`config.mk`:
```
export PLATFORM = sky130hd
export DESIGN_NAME = pc_ctrl
export DESIGN_NICKNAME = d
export VERILOG_FILES = /design/src/rtl/pc_pkg.sv /design/src/rtl/pc_fault_chk.sv /design/src/rtl/pc_ctrl.sv
export SDC_FILE = /design/constraint.sdc
export NUM_CORES = 1
export LEC_CHECK = 0
export ABC_AREA = 0
export BUFFER_PORTS_ARGS = -buffer_cell sky130_fd_sc_hd__clkbuf_2
export CAP_MARGIN = 30
export CELL_PAD_IN_SITES_DETAIL_PLACEMENT = 0
export CELL_PAD_IN_SITES_GLOBAL_PLACEMENT = 1
export CORE_ASPECT_RATIO = 1.4
export CORE_MARGIN = 2
export CORE_UTILIZATION = 29
export DETAILED_ROUTE_END_ITERATION = 12
export PLACE_DENSITY_LB_ADDON = 0.2
export RECOVER_POWER = 25
export SYNTH_ARGS = -nofsm -noshare
export SYNTH_HDL_FRONTEND = slang
export SYNTH_SLANG_ARGS = --single-unit
```
`constraint.sdc`:
```
create_clock -name clk -period 6.65 [get_ports clk]
set_input_delay 0.3325 -clock clk [delete_from_list [all_inputs] [get_ports clk]]
set_output_delay 0.3325 -clock clk [all_outputs]
set_load 0.1 [all_outputs]
```
`src/rtl/pc_pkg.sv`:
```
// pc_pkg: shared types and default constants for the fetch-stage PC controller.
// Revision 1.0
`default_nettype none

package pc_pkg;

  typedef enum logic [0:0] {
    RUN  = 1'b0,
    PEND = 1'b1
  } pc_state_e;

  localparam logic [31:0] RESET_PC_DEF   = 32'h0000_3000;
  localparam logic [31:0] EXC_VECTOR_DEF = 32'h0000_4180;
  localparam logic [31:0] IMEM_BASE_DEF  = 32'h0000_3000;
  localparam logic [31:0] IMEM_SIZE_DEF  = 32'h0000_1000;

endpackage

`default_nettype wire

```
`src/rtl/pc_fault_chk.sv`:
```
// pc_fault_chk: combinational alignment and instruction-memory range check of a PC value.
// Revision 1.0
`default_nettype none

module pc_fault_chk
  import pc_pkg::*;
#(
  parameter int               WIDTH     = 32,
  parameter int               ALIGN     = 2,
  parameter logic [WIDTH-1:0] IMEM_BASE = WIDTH'(IMEM_BASE_DEF),
  parameter logic [WIDTH-1:0] IMEM_SIZE = WIDTH'(IMEM_SIZE_DEF)
) (
  input  logic [WIDTH-1:0] pc,
  output logic             fault
);

  logic misaligned;
  logic in_range;

  generate
    if (ALIGN > 0) begin : g_align
      assign misaligned = |pc[ALIGN-1:0];
    end else begin : g_no_align
      assign misaligned = 1'b0;
    end
  endgenerate

  // Subtract-then-compare keeps the window test correct even if BASE+SIZE wraps.
  assign in_range = (pc >= IMEM_BASE) && ((pc - IMEM_BASE) < IMEM_SIZE);
  assign fault    = misaligned || !in_range;

endmodule

`default_nettype wire

```
`src/rtl/pc_ctrl.sv`:
```
// pc_ctrl: fetch-stage PC register with exception/ERET/branch arbitration and stall-time branch buffering.
// Revision 1.0
`default_nettype none

module pc_ctrl
  import pc_pkg::*;
#(
  parameter int               WIDTH      = 32,
  parameter logic [WIDTH-1:0] RESET_PC   = WIDTH'(RESET_PC_DEF),
  parameter logic [WIDTH-1:0] EXC_VECTOR = WIDTH'(EXC_VECTOR_DEF),
  parameter int               INC        = 4,
  parameter int               ALIGN      = 2,
  parameter logic [WIDTH-1:0] IMEM_BASE  = WIDTH'(IMEM_BASE_DEF),
  parameter logic [WIDTH-1:0] IMEM_SIZE  = WIDTH'(IMEM_SIZE_DEF),
  parameter int               N_STALL    = 2
) (
  input  logic               clk,
  input  logic               reset_n,
  input  logic [N_STALL-1:0] stall,
  input  logic               br_valid,
  input  logic [WIDTH-1:0]   br_target,
  input  logic               exc_req,
  input  logic               eret_req,
  input  logic [WIDTH-1:0]   epc,
  output logic [WIDTH-1:0]   pc,
  output logic               fetch_fault,
  output logic               pending,
  output logic               redirect_drop
);

  pc_state_e        state, state_nxt;
  logic [WIDTH-1:0] pend_target, pend_nxt;
  logic [WIDTH-1:0] pc_nxt;
  logic             drop_nxt;
  logic             fault_nxt;
  logic             fault_rst;
  logic             stall_any;

  assign stall_any = |stall;

  always_comb begin
    pc_nxt    = pc;
    state_nxt = state;
    pend_nxt  = pend_target;
    drop_nxt  = 1'b0;
    if (exc_req) begin
      pc_nxt    = EXC_VECTOR;
      state_nxt = RUN;
    end else if (eret_req) begin
      pc_nxt    = epc;
      state_nxt = RUN;
    end else if (state == RUN) begin
      if (stall_any) begin
        if (br_valid) begin
          pend_nxt  = br_target;
          state_nxt = PEND;
        end
      end else begin
        pc_nxt = br_valid ? br_target : pc + WIDTH'(INC);
      end
    end else begin
      // A newer branch while buffered replaces the old one; on release the buffered one wins.
      if (stall_any) begin
        if (br_valid) begin
          pend_nxt = br_target;
          drop_nxt = 1'b1;
        end
      end else begin
        pc_nxt    = pend_target;
        state_nxt = RUN;
        drop_nxt  = br_valid;
      end
    end
  end

  pc_fault_chk #(
    .WIDTH    (WIDTH),
    .ALIGN    (ALIGN),
    .IMEM_BASE(IMEM_BASE),
    .IMEM_SIZE(IMEM_SIZE)
  ) u_fault_nxt (
    .pc   (pc_nxt),
    .fault(fault_nxt)
  );

  // Constant-input instance supplies the fault flag for the reset PC.
  pc_fault_chk #(
    .WIDTH    (WIDTH),
    .ALIGN    (ALIGN),
    .IMEM_BASE(IMEM_BASE),
    .IMEM_SIZE(IMEM_SIZE)
  ) u_fault_rst (
    .pc   (RESET_PC),
    .fault(fault_rst)
  );

  always_ff @(posedge clk or negedge reset_n) begin
    if (!reset_n) begin
      pc            <= RESET_PC;
      state         <= RUN;
      pend_target   <= '0;
      redirect_drop <= 1'b0;
      fetch_fault   <= fault_rst;
    end else begin
      pc            <= pc_nxt;
      state         <= state_nxt;
      pend_target   <= pend_nxt;
      redirect_drop <= drop_nxt;
      fetch_fault   <= fault_nxt;
    end
  end

  assign pending = (state == PEND);

endmodule

`default_nettype wire

```
Word-level counts from Yosys, hierarchy flattened:

Index checks and enable logic that the tools add are counted.

* register bits after elaboration: 67
* bits in latches: 0
* bits in writable memories: 0
* ROM bits: 0
* input port bits: 71
* output and inout port bits: 35
* logic and storage cells: 33
* memories: 0

* $add $sub $neg: 2
* multipliers: 0
* divide/modulo/power cells: 0
* $lt $le $gt $ge: 2
* eq/ne operators: 0
* shift operators: 0
* mux-type cells: 16
* bitwise gates (word level): 2
* reduce and logical (&&, ||, !) cells: 6

Operators by type and width (number)
* $mux 32: 6
* $add 32x3->32 const B: 1
* $ge 32x14->1 const B: 1
* $lt 32x13->1 const B: 1
* $sub 32x14->32 const B: 1
* $mux 1: 10
* $reduce_and 4->1: 1
* $reduce_or 2->1: 2
* $not 1->1: 2
* $logic_and 1x1->1: 1
* $logic_not 1->1: 1
* $logic_or 1x1->1: 1

Logic depth before layout (Yosys ltp):

Gate-level depths: netlist (run 1).

* depth after elaboration: 11
* depth in mapped cells: 10
* gate-level depth less buffers: 8

Worst setup path before layout (run 1):

OpenSTA, ideal clock, no wires.

* path type: flip-flop to flip-flop
* from: register pc[2]
* to: register fetch_fault
* setup time: 0.138 ns
* arrival time: 3.247 ns
* data required time: 6.512 ns
* setup slack: 3.265 ns
* cell stages (with the launch flop): 9
* path buffers: 0
* clock period less this slack: 3.385 ns
* path through: dfrtp_1 ha_1 nand3_1 or4_1 a311o_1 or2_0 or4b_1 nor4_2 nand4_1

* word-level cells in the longest chain between the ends: 11
* elaborated cells between the ends (all ways): 13
* those cells by class: add/sub: 2; order compare: 2; mux: 6; reduce/logical: 3

RTL lines
* from (decl): RTL line pc_ctrl.sv:25 `output logic [WIDTH-1:0] pc,`
* from (signal assigned): RTL line pc_ctrl.sv:105 `pc <= pc_nxt;`
* $add 32x3->32 *: RTL line pc_ctrl.sv:59 `pc_nxt = br_valid ? br_target : pc + WIDTH'(INC);`
* $mux 32 *: RTL line pc_ctrl.sv:59
* $mux 32 *: RTL line pc_ctrl.sv:53 `if (stall_any) begin`
* $mux 32 *: RTL line pc_ctrl.sv:52 `end else if (state == RUN) begin`
* $mux 32 *: RTL line pc_ctrl.sv:49 `end else if (eret_req) begin`
* $mux 32 *: RTL line pc_ctrl.sv:46 `if (exc_req) begin`
* via pc_nxt[14]: RTL line pc_ctrl.sv:33 `logic [WIDTH-1:0] pc_nxt;`
* $sub 32x14->32: RTL line pc_fault_chk.sv:29 `assign in_range = (pc >= IMEM_BASE) && ((pc - IMEM_BASE) < IMEM_SIZE);`
* $lt 32x13->1: RTL line pc_fault_chk.sv:29
* $logic_and 1x1->1 *: RTL line pc_fault_chk.sv:29
* $logic_not 1->1 *: RTL line pc_fault_chk.sv:30 `assign fault = misaligned || !in_range;`
* $logic_or 1x1->1 *: RTL line pc_fault_chk.sv:30
* via fault_nxt: RTL line pc_ctrl.sv:35 `logic fault_nxt;`
* to (signal assigned): RTL line pc_ctrl.sv:103 `fetch_fault <= fault_rst;`
* to (signal assigned): RTL line pc_ctrl.sv:109 `fetch_fault <= fault_nxt;`
* to (decl): RTL line pc_ctrl.sv:26 `output logic fetch_fault,`

The timed path passes the listed nets; every way through them passes the cells marked *.
A chain may end at the register's enable or synchronous reset.

==> results of run 1 <==
cells in the final DEF, fill, tap and decap left out, types with 6 or more instances in the layout:
master     synthesis  routed
clkbuf_16          0       9
o31ai_1            6       6
nor3_1            11      11
nor2_1            28      27
nand4_1           16      16
xor2_1             9       9
mux2i_1            6       6
nor4_1             6       6
a21oi_1           39      39
dfrtp_1           65      65
o211ai_1          11      11
mux2_2            31      31
inv_1             10      10
xnor2_1            6       6
a211oi_1           8       8
nand2_1           40      40
clkbuf_2           0     104
o21ai_0           21      21
o22ai_1            7       7
and3_1             7       7
o221ai_1           8       8
nand3_1           20      20
registers in the layout, indices dropped and copies added, names as in the netlist:
signal         flops
pc                32
pend_target       32
fetch_fault        1
pending            1
redirect_drop      1
cells by family (layout without fill, tap and decap cells):
family                   after synthesis  after routing  synth area share, %
AO/OA/AOI/OAI                        144            144                 22.7
XOR/XNOR                              15             15                 3.01
adder cells (fa/ha/maj)                1              1                0.287
buffers and inverters                 53            139                 5.33
flip-flops                            67             67                 38.5
multiplexers                          37             37                 9.37
AND/OR/NAND/NOR                      168            168                 20.8
final timing paths:
path	from	to	slack, ns	cells after the start
worst max-delay path	reset_n	pend_target[4]	2.76	3
worst min-delay path	epc[9]	pc[9]	0.23	3
worst max register to register	pc[2]	fetch_fault	3.34	8
worst min register to register	pend_target[4]	pend_target[4]	0.50	1
max in group clk	eret_req	fetch_fault	3.26	8
min in group asynchronous	reset_n	pend_target[26]	1.62	3
stage by stage:
step                hold WS (ns)  setup slack, ns
global route               0.241             2.02
CTS                        0.218             3.30
detailed placement         0.493             2.95
global placement           0.488             2.99
floorplan                 0.0369             3.26
finish                     0.225             2.76
where the power goes:
part	total [mW]	internal [mW]	switching, mW
clock network	0.448	0.272	0.176
logic	0.320	0.0997	0.220
registers	0.519	0.465	0.0540
worst reg2reg max path: cells and delay by family (launching register included):
family	cells	cell delay [ns]
adder cells (fa/ha/maj)	1	0.28
flip-flops	1	0.47
AO/OA/AOI/OAI	2	0.70
AND/OR/NAND/NOR	5	1.72
routing by layer:
metal	up-vias	wire length [um]	track usage [%]	part of all wire (%)
li1	2007	-	-	-
met1	2096	6930	26.2	42
met2	134	8280	35.2	50
met3	25	743	3.32	4.5
met4	0	455	8.33	2.8
met5	-	0	0	0
area by class of cell:
class	count	area, um^2	share of cell area [%]
Clock buffer	15	268	5.09
Timing Repair Buffer	112	574	10.9
Sequential cell	67	1680	31.9
Inverter	12	45.0	0.856
Tap cell	192	240	4.56
Multi-Input combinational cell	365	2460	46.7
==> impl_metrics.ini, run 1 <==
[clock_network]
cts_tree = yes
ctsHoldBuffers = 0
clock_sinks = 67
post_cts.repair.setup_buffers = 0
cts_inserted_buffers = 9
root_buffer = clkbuf_16
cts_buffer_depth = 2
clock_latency_ns = 0.34
cts.repair.resized = 0
h-tree-depth = 3
cts.reportedPaths.clkPinSlew_ns = 0.06

[die]
io_pins = 106
die_x_um = 108
start_util_pct = 29.4
dieArea_mm2 = 0.0161
dieHeight_um = 149
rows = 53
design.core.area_mm2 = 0.0149

[critical_path]
cp_top_family = buffers and inverters
crit_buf_inv = 3
critPathSlowestCell = clkbuf_1
path_cells = buf_2, clkbuf_4, clkbuf_1
cp-start-kind = input pin
critPathArrivalTime_ns = 3.38
path_class = input pin to asynchronous set/reset pin
slowest_delay_ns = 2.82
cp_data_required_time_ns = 6.15
cp-end-kind = asynchronous set/reset pin
cp_max_fo = 67

[drt]
routed_wl_mm = 16.4
drtAntennaViolNets = 0
first_pass_iters = 5
drc = 0
vias = 4262
wl_per_cell_um = 21.5
via_per_inst = 5.59
drt_iter0_drc = 229

[cells_and_area]
drive_gt1_share_pct = 29.8
syn2layout_area_growth_pct = 20.6
nets = 639
n_fill_cell = 1569
postLayoutCoreUtil_pct = 35.4
num_antenna_cells = 0
design_area_mm2 = 0.00526
fin_cells = 763

[flow_run]
drv_cap = 1

[global_routing]
grt_use_total_pct = 20.8
grt_first_pass_wirelength_mm = 25.1
grt_max_degree = 68
antenna_found_initial = 0
overflow = 0
first_global_vias = 4385

[synthesis]
avgSynthCellArea_um2 = 9.00
synth.distinct_cells = 77
synth_top_cell_by_area = dfrtp_1
synth_edf_count = 0
synth_top_area_share_pct = 37.3
synth_seq_cells = 67
seq_area_frac_synth_pct = 38.5
synth_area_mm2 = 0.00437
synth_commonest_cells = 65 x dfrtp_1, 40 x nand2_1, 39 x a21oi_1, 31 x mux2_2, 28 x nor2_1
synth_most_common_cell = dfrtp_1
synthFlopType = dfrtp_1
synthArstFlopShare_pct = 100
synth_nets = 557
synth.area.top_cells = dfrtp_1 37%, mux2_2 8.0%, a21oi_1 4.5%, nand2_1 3.4%, nor2_1 2.4%
synthCells = 485
yosysWarningCount = 0

[placed_design]
post-place-cells = 747
hpwl_mm = 11.6
routabilityCongestion = 0.869
placed_area_mm2 = 0.00499
port_buffers = 105

[sta]
setup_violations = 0
fin_crit_sh_pct = 58.4
finalMaxSlewViolations = 68
period_minus_slack_ns = 3.89
skew_ns = 0.00638
final_hold_viol_count = 0
fin_setup_tns_ns = 0
rsz0062_at_grt = no
worst_slew_pin_slew_ns = 4.04
relSlewSlack_pct = -169
fmax_ghz = 0.257

[outcome]
status = complete, but fails checks
violations = capacitance limit, slew limit

[power_and_ir_drop]
ir_drop_mv = 0.105
p_per_area_mw_per_mm2 = 244
p_leak_nw = 2.21
power_mw = 1.29

[hold_path]
hold_class = input pin to flip-flop
Note: power is estimated with default switching activity, not from simulation.
==> run 2: changes to the inputs <==
clock period = 3.4 ns   (was 6.65 ns; I/O delays follow)
==> impl_metrics.ini, run 2 (synthesis results as in run 1) <==
[outcome]
status = complete, but fails checks
violations = capacitance limit, slew limit

[critical_path]
r2r-start = pc[14]
rrSetupSlack_ns = 0.29
cp_data_required_time_ns = 3.59
path_cells = nand4_1, nor4_1, buf_4, mux2i_1, a211o_1, a311oi_1, a2111oi_0, nand4_1
cp-start-kind = flip-flop
r2r_cells = 8
critPathArrivalTime_ns = 3.31
crit_top_cell = nand4_1
cp-end-kind = flip-flop
reg2reg_to = fetch_fault
path_class = flip-flop to flip-flop
slowest_delay_ns = 0.65
critPathSlowestCell = a2111oi_0
cp_max_fo = 9

[clock_network]
cts.repair.resized = 0
h-tree-depth = 3
cts_inserted_buffers = 9
cts.reportedPaths.clkPinSlew_ns = 0.06
clock_sinks = 67
cts_buffer_depth = 2
cts_tree = yes
root_buffer = clkbuf_16
clock_latency_ns = 0.34

[global_routing]
grt_use_total_pct = 21.1
overflow = 0
grt_first_pass_wirelength_mm = 25.5
first_global_vias = 4324
antenna_found_initial = 0
grt_max_degree = 41

[die]
rows = 53
die_x_um = 108
io_pins = 106
design.core.area_mm2 = 0.0149
dieHeight_um = 149
dieArea_mm2 = 0.0161
start_util_pct = 29.4

[drt]
vias = 4380
drc = 0
drtAntennaViolNets = 0
via_per_inst = 5.57
first_pass_iters = 5
routed_wl_mm = 16.6
drt_iter0_drc = 201
wl_per_cell_um = 21.1

[cells_and_area]
largest_registers = pc (32), pend_target (32)
final_cell_mix = 103 x clkbuf_2, 65 x dfrtp_1, 40 x nand2_1
final_common_cell = clkbuf_2
drive_gt1_share_pct = 32.2
num_antenna_cells = 0
syn2layout_area_growth_pct = 25.1
nets = 661
n_fill_cell = 1621

[placed_design]
hpwl_mm = 12.4
routabilityCongestion = 0.895
port_buffers = 105

[sta]
fmax_ghz = 0.321
fin_setup_tns_ns = 0
skew_ns = 0.00945
final_hold_viol_count = 0
period_minus_slack_ns = 3.11
relSlewSlack_pct = -4.84
hold_ws_ns = 0.0417
fin_crit_sh_pct = 91.6
worst_slew_pin_slew_ns = 1.57
setup_violations = 0
finalMaxSlewViolations = 27
rsz0062_at_grt = no

[hold_path]
hold_class = input pin to flip-flop
hold_path_depth = 3
min_from = epc[10]
min_to = pc[10]

[flow_run]
drv_cap = 1

[power_and_ir_drop]
p_leak_nw = 2.32
p_per_area_mw_per_mm2 = 482
ir_drop_mv = 0.209
[run 2: cell types whose count changed in the layout (fill, tap and decap cells not counted)]
cell,previous run,this run
bufinv_16,0,1
clkbuf_2,104,103
clkinv_4,0,1
dlygate4sd3_1,0,1
clkbuf_4,1,0
clkbuf_1,5,6
buf_2,1,0
buf_4,5,26
clkinvlp_4,0,1
[run 2: critical path: cells and delay by family, from the launching register on]
kind	cells	cell delay, ns
multiplexers	1	0.19
buffers and inverters	1	0.22
AO/OA/AOI/OAI	3	0.95
flip-flops	1	0.57
AND/OR/NAND/NOR	3	1.04
[run 2: report_power, final]
group          total, mW  switching (mW)  internal [mW]
Combinational      0.643           0.434          0.208
Clock              0.975           0.365          0.610
Sequential          1.01           0.105          0.908
[run 2: worst max path at each step]
stage	from	end	slack, ns	cells past startpoint
2_1_floorplan	pc[2]	fetch_fault	0.01	8
3_3_place_gp	pc[14]	fetch_fault	0.18	8
3_5_place_dp	pc[14]	fetch_fault	0.21	8
4_1_cts	pc[14]	fetch_fault	0.20	8
5_1_grt	pc[14]	fetch_fault	0.06	8
6_report	pc[14]	fetch_fault	0.29	8
[run 2: per-layer routing]
metal | GRT usage, % | share of wire, %
met1 | 26.1 | 41
met4 | 7.44 | 2.0
met3 | 3.41 | 5.2
met5 | 0 | 0
met2 | 36.8 | 52
[run 2: timing repair]
item,4_1_cts,5_1_grt
buffers inserted,0,0
hold endpoints to repair,24,0
hold buffers,1,0
[run 2: per-stage QoR]
step / utilization (%) / instances / instance area [um^2] / power [mW] / setup slack, ns
after global routing: 36.8 / 786 / 5460 / 2.75 / 0.0569
after detailed placement: 34.7 / 769 / 5160 / 1.67 / 0.208
after global placement: 34.7 / 769 / 5160 / 1.66 / 0.177
after CTS: 36.8 / 786 / 5470 / 2.66 / 0.205
final: 36.8 / 786 / 5460 / 2.63 / 0.286
after floorplan: - / 485 / 4370 / 1.46 / 0.0147
[run 2: area by class of cell]
class / instances / area [um^2] / area share, %
Inverter: 12 / 45.0 / 0.825
Clock inverter: 3 / 46.3 / 0.847
Multi-Input combinational cell: 365 / 2460 / 45.0
Timing Repair Buffer: 134 / 736 / 13.5
Tap cell: 192 / 240 / 4.40
Clock buffer: 13 / 260 / 4.76
Sequential cell: 67 / 1680 / 30.7
==> run 3: changes to the inputs <==
clock period = 3.2 ns   (was 3.4 ns; I/O delays follow)
==> impl_metrics.ini, run 3 (synthesis results as in run 1) <==
[clock_network]
ctsHoldBuffers = 1
h-tree-depth = 3
cts_inserted_buffers = 9
clock_sinks = 67
cts.repair.resized = 0
cts.reportedPaths.clkPinSlew_ns = 0.06
root_buffer = clkbuf_16
clock_latency_ns = 0.34
cts_buffer_depth = 2
post_cts.repair.setup_buffers = 0
cts_tree = yes

[power_and_ir_drop]
ir_drop_mv = 0.208
p_leak_nw = 2.30
power_mw = 2.69
p_per_area_mw_per_mm2 = 493

[drt]
drtAntennaViolNets = 0
vias = 4296
first_pass_iters = 5
wl_per_cell_um = 21.0
drc = 0
routed_wl_mm = 16.5
met1_length_mm = 6.61
top_layer = met4
wl_met2_mm = 8.77
wl_met3_um = 543
via_per_inst = 5.47
drt_iter0_drc = 238

[cells_and_area]
largest_registers = pc (32), pend_target (32)
drive_gt1_share_pct = 33.5
final_common_cell = clkbuf_2
syn2layout_area_growth_pct = 24.9
multi_input_area_mm2 = 0.00246
nets = 661
regArea_mm2 = 0.00169
num_antenna_cells = 0
final_cell_mix = 103 x clkbuf_2, 57 x dfrtp_1, 40 x nand2_1
n_fill_cell = 1591

[sta]
fin_crit_sh_pct = 93.0
period_minus_slack_ns = 2.98
fin_setup_tns_ns = 0
skew_ns = 0.00668
setup_violations = 0
fmax_ghz = 0.336
worst_slew_pin_slew_ns = 2.04
final_hold_viol_count = 0
rsz0062_at_grt = no
relSlewSlack_pct = -36.0
finalMaxSlewViolations = 32

[critical_path]
path_class = flip-flop to flip-flop
path_cells = ha_1, nand3_1, or4_1, a311o_1, or2_0, or4b_1, nor4_2, nand4_1
cp_data_required_time_ns = 3.40
rrSetupSlack_ns = 0.22
cp-end-kind = flip-flop
crit_buf_inv = 0
cp_top_family = simple AND/OR/NAND/NOR gates
cp_max_fo = 7
critPathArrivalTime_ns = 3.17
slowest_delay_ns = 0.54
critPathSlowestCell = or4_1
cp-start-kind = flip-flop

[die]
start_util_pct = 29.4
io_pins = 106
dieArea_mm2 = 0.0161
rows = 53
design.core.area_mm2 = 0.0149
dieHeight_um = 149
die_x_um = 108

[flow_run]
drv_cap = 1

[outcome]
violations = capacitance limit, slew limit
status = complete, but fails checks

[global_routing]
antenna_found_initial = 0
overflow = 0
grt_first_pass_wirelength_mm = 25.3
grt_use_total_pct = 21.1
grt_max_degree = 41
first_global_vias = 4400

[placed_design]
routabilityCongestion = 0.884
port_buffers = 105
hpwl_mm = 12.6

[hold_path]
hold_class = input pin to flip-flop
[run 3: through the flow]
step	hold WS (ns)	cell area, um^2	util (%)	cells	setup slack (ns)
2_1_floorplan	-0.136	4380	-	485	0.0492
3_3_place_gp	0.324	5180	34.9	769	0.256
3_5_place_dp	0.326	5180	34.9	769	0.240
4_1_cts	0.0228	5460	36.7	786	0.219
5_1_grt	0.0366	5450	36.7	786	0.0353
6_report	0.0306	5450	36.7	786	0.223
[run 3: metal layers]
layer	global-route usage (%)	vias up
met3	2.80	38
li1	-	2064
met1	24.6	2068
met2	37.9	126
met5	0	-
met4	9.55	0
[run 3: final timing paths]
kind,from,end,cells after the start
setup reg to reg,pc[2],fetch_fault,8
max in group asynchronous,reset_n,pc[11],2
setup / recovery,pc[2],fetch_fault,8
min in group asynchronous,reset_n,pc[4],2
hold / removal,epc[10],pc[10],3
hold reg to reg,pend_target[14],pend_target[14],1
[run 3: power breakdown]
part / total, mW / leakage [nW] / switching, mW / internal [mW]
combinational: 0.690 / 1.36 / 0.466 / 0.225
clock: 0.922 / 0.127 / 0.376 / 0.546
sequential: 1.07 / 0.812 / 0.108 / 0.967
total: 2.69 / 2.30 / 0.950 / 1.74
[run 3: cell type report]
type                            instances  share of cell area, %
Inverter                               12                  0.826
Sequential cell                        67                   31.0
Timing Repair Buffer                  134                   13.9
Tap cell                              192                   4.41
Clock buffer                           14                   4.66
Multi-Input combinational cell        365                   45.0
Clock inverter                          2                  0.229
[run 3: worst reg2reg max path, stage by stage (launching register included)]
cell and delay, ns:
dfrtp_2 0.41, ha_1 0.24, nand3_1 0.15, or4_1 0.54
a311o_1 0.34, or2_0 0.21, or4b_1 0.52, nor4_2 0.31
nand4_1 0.12
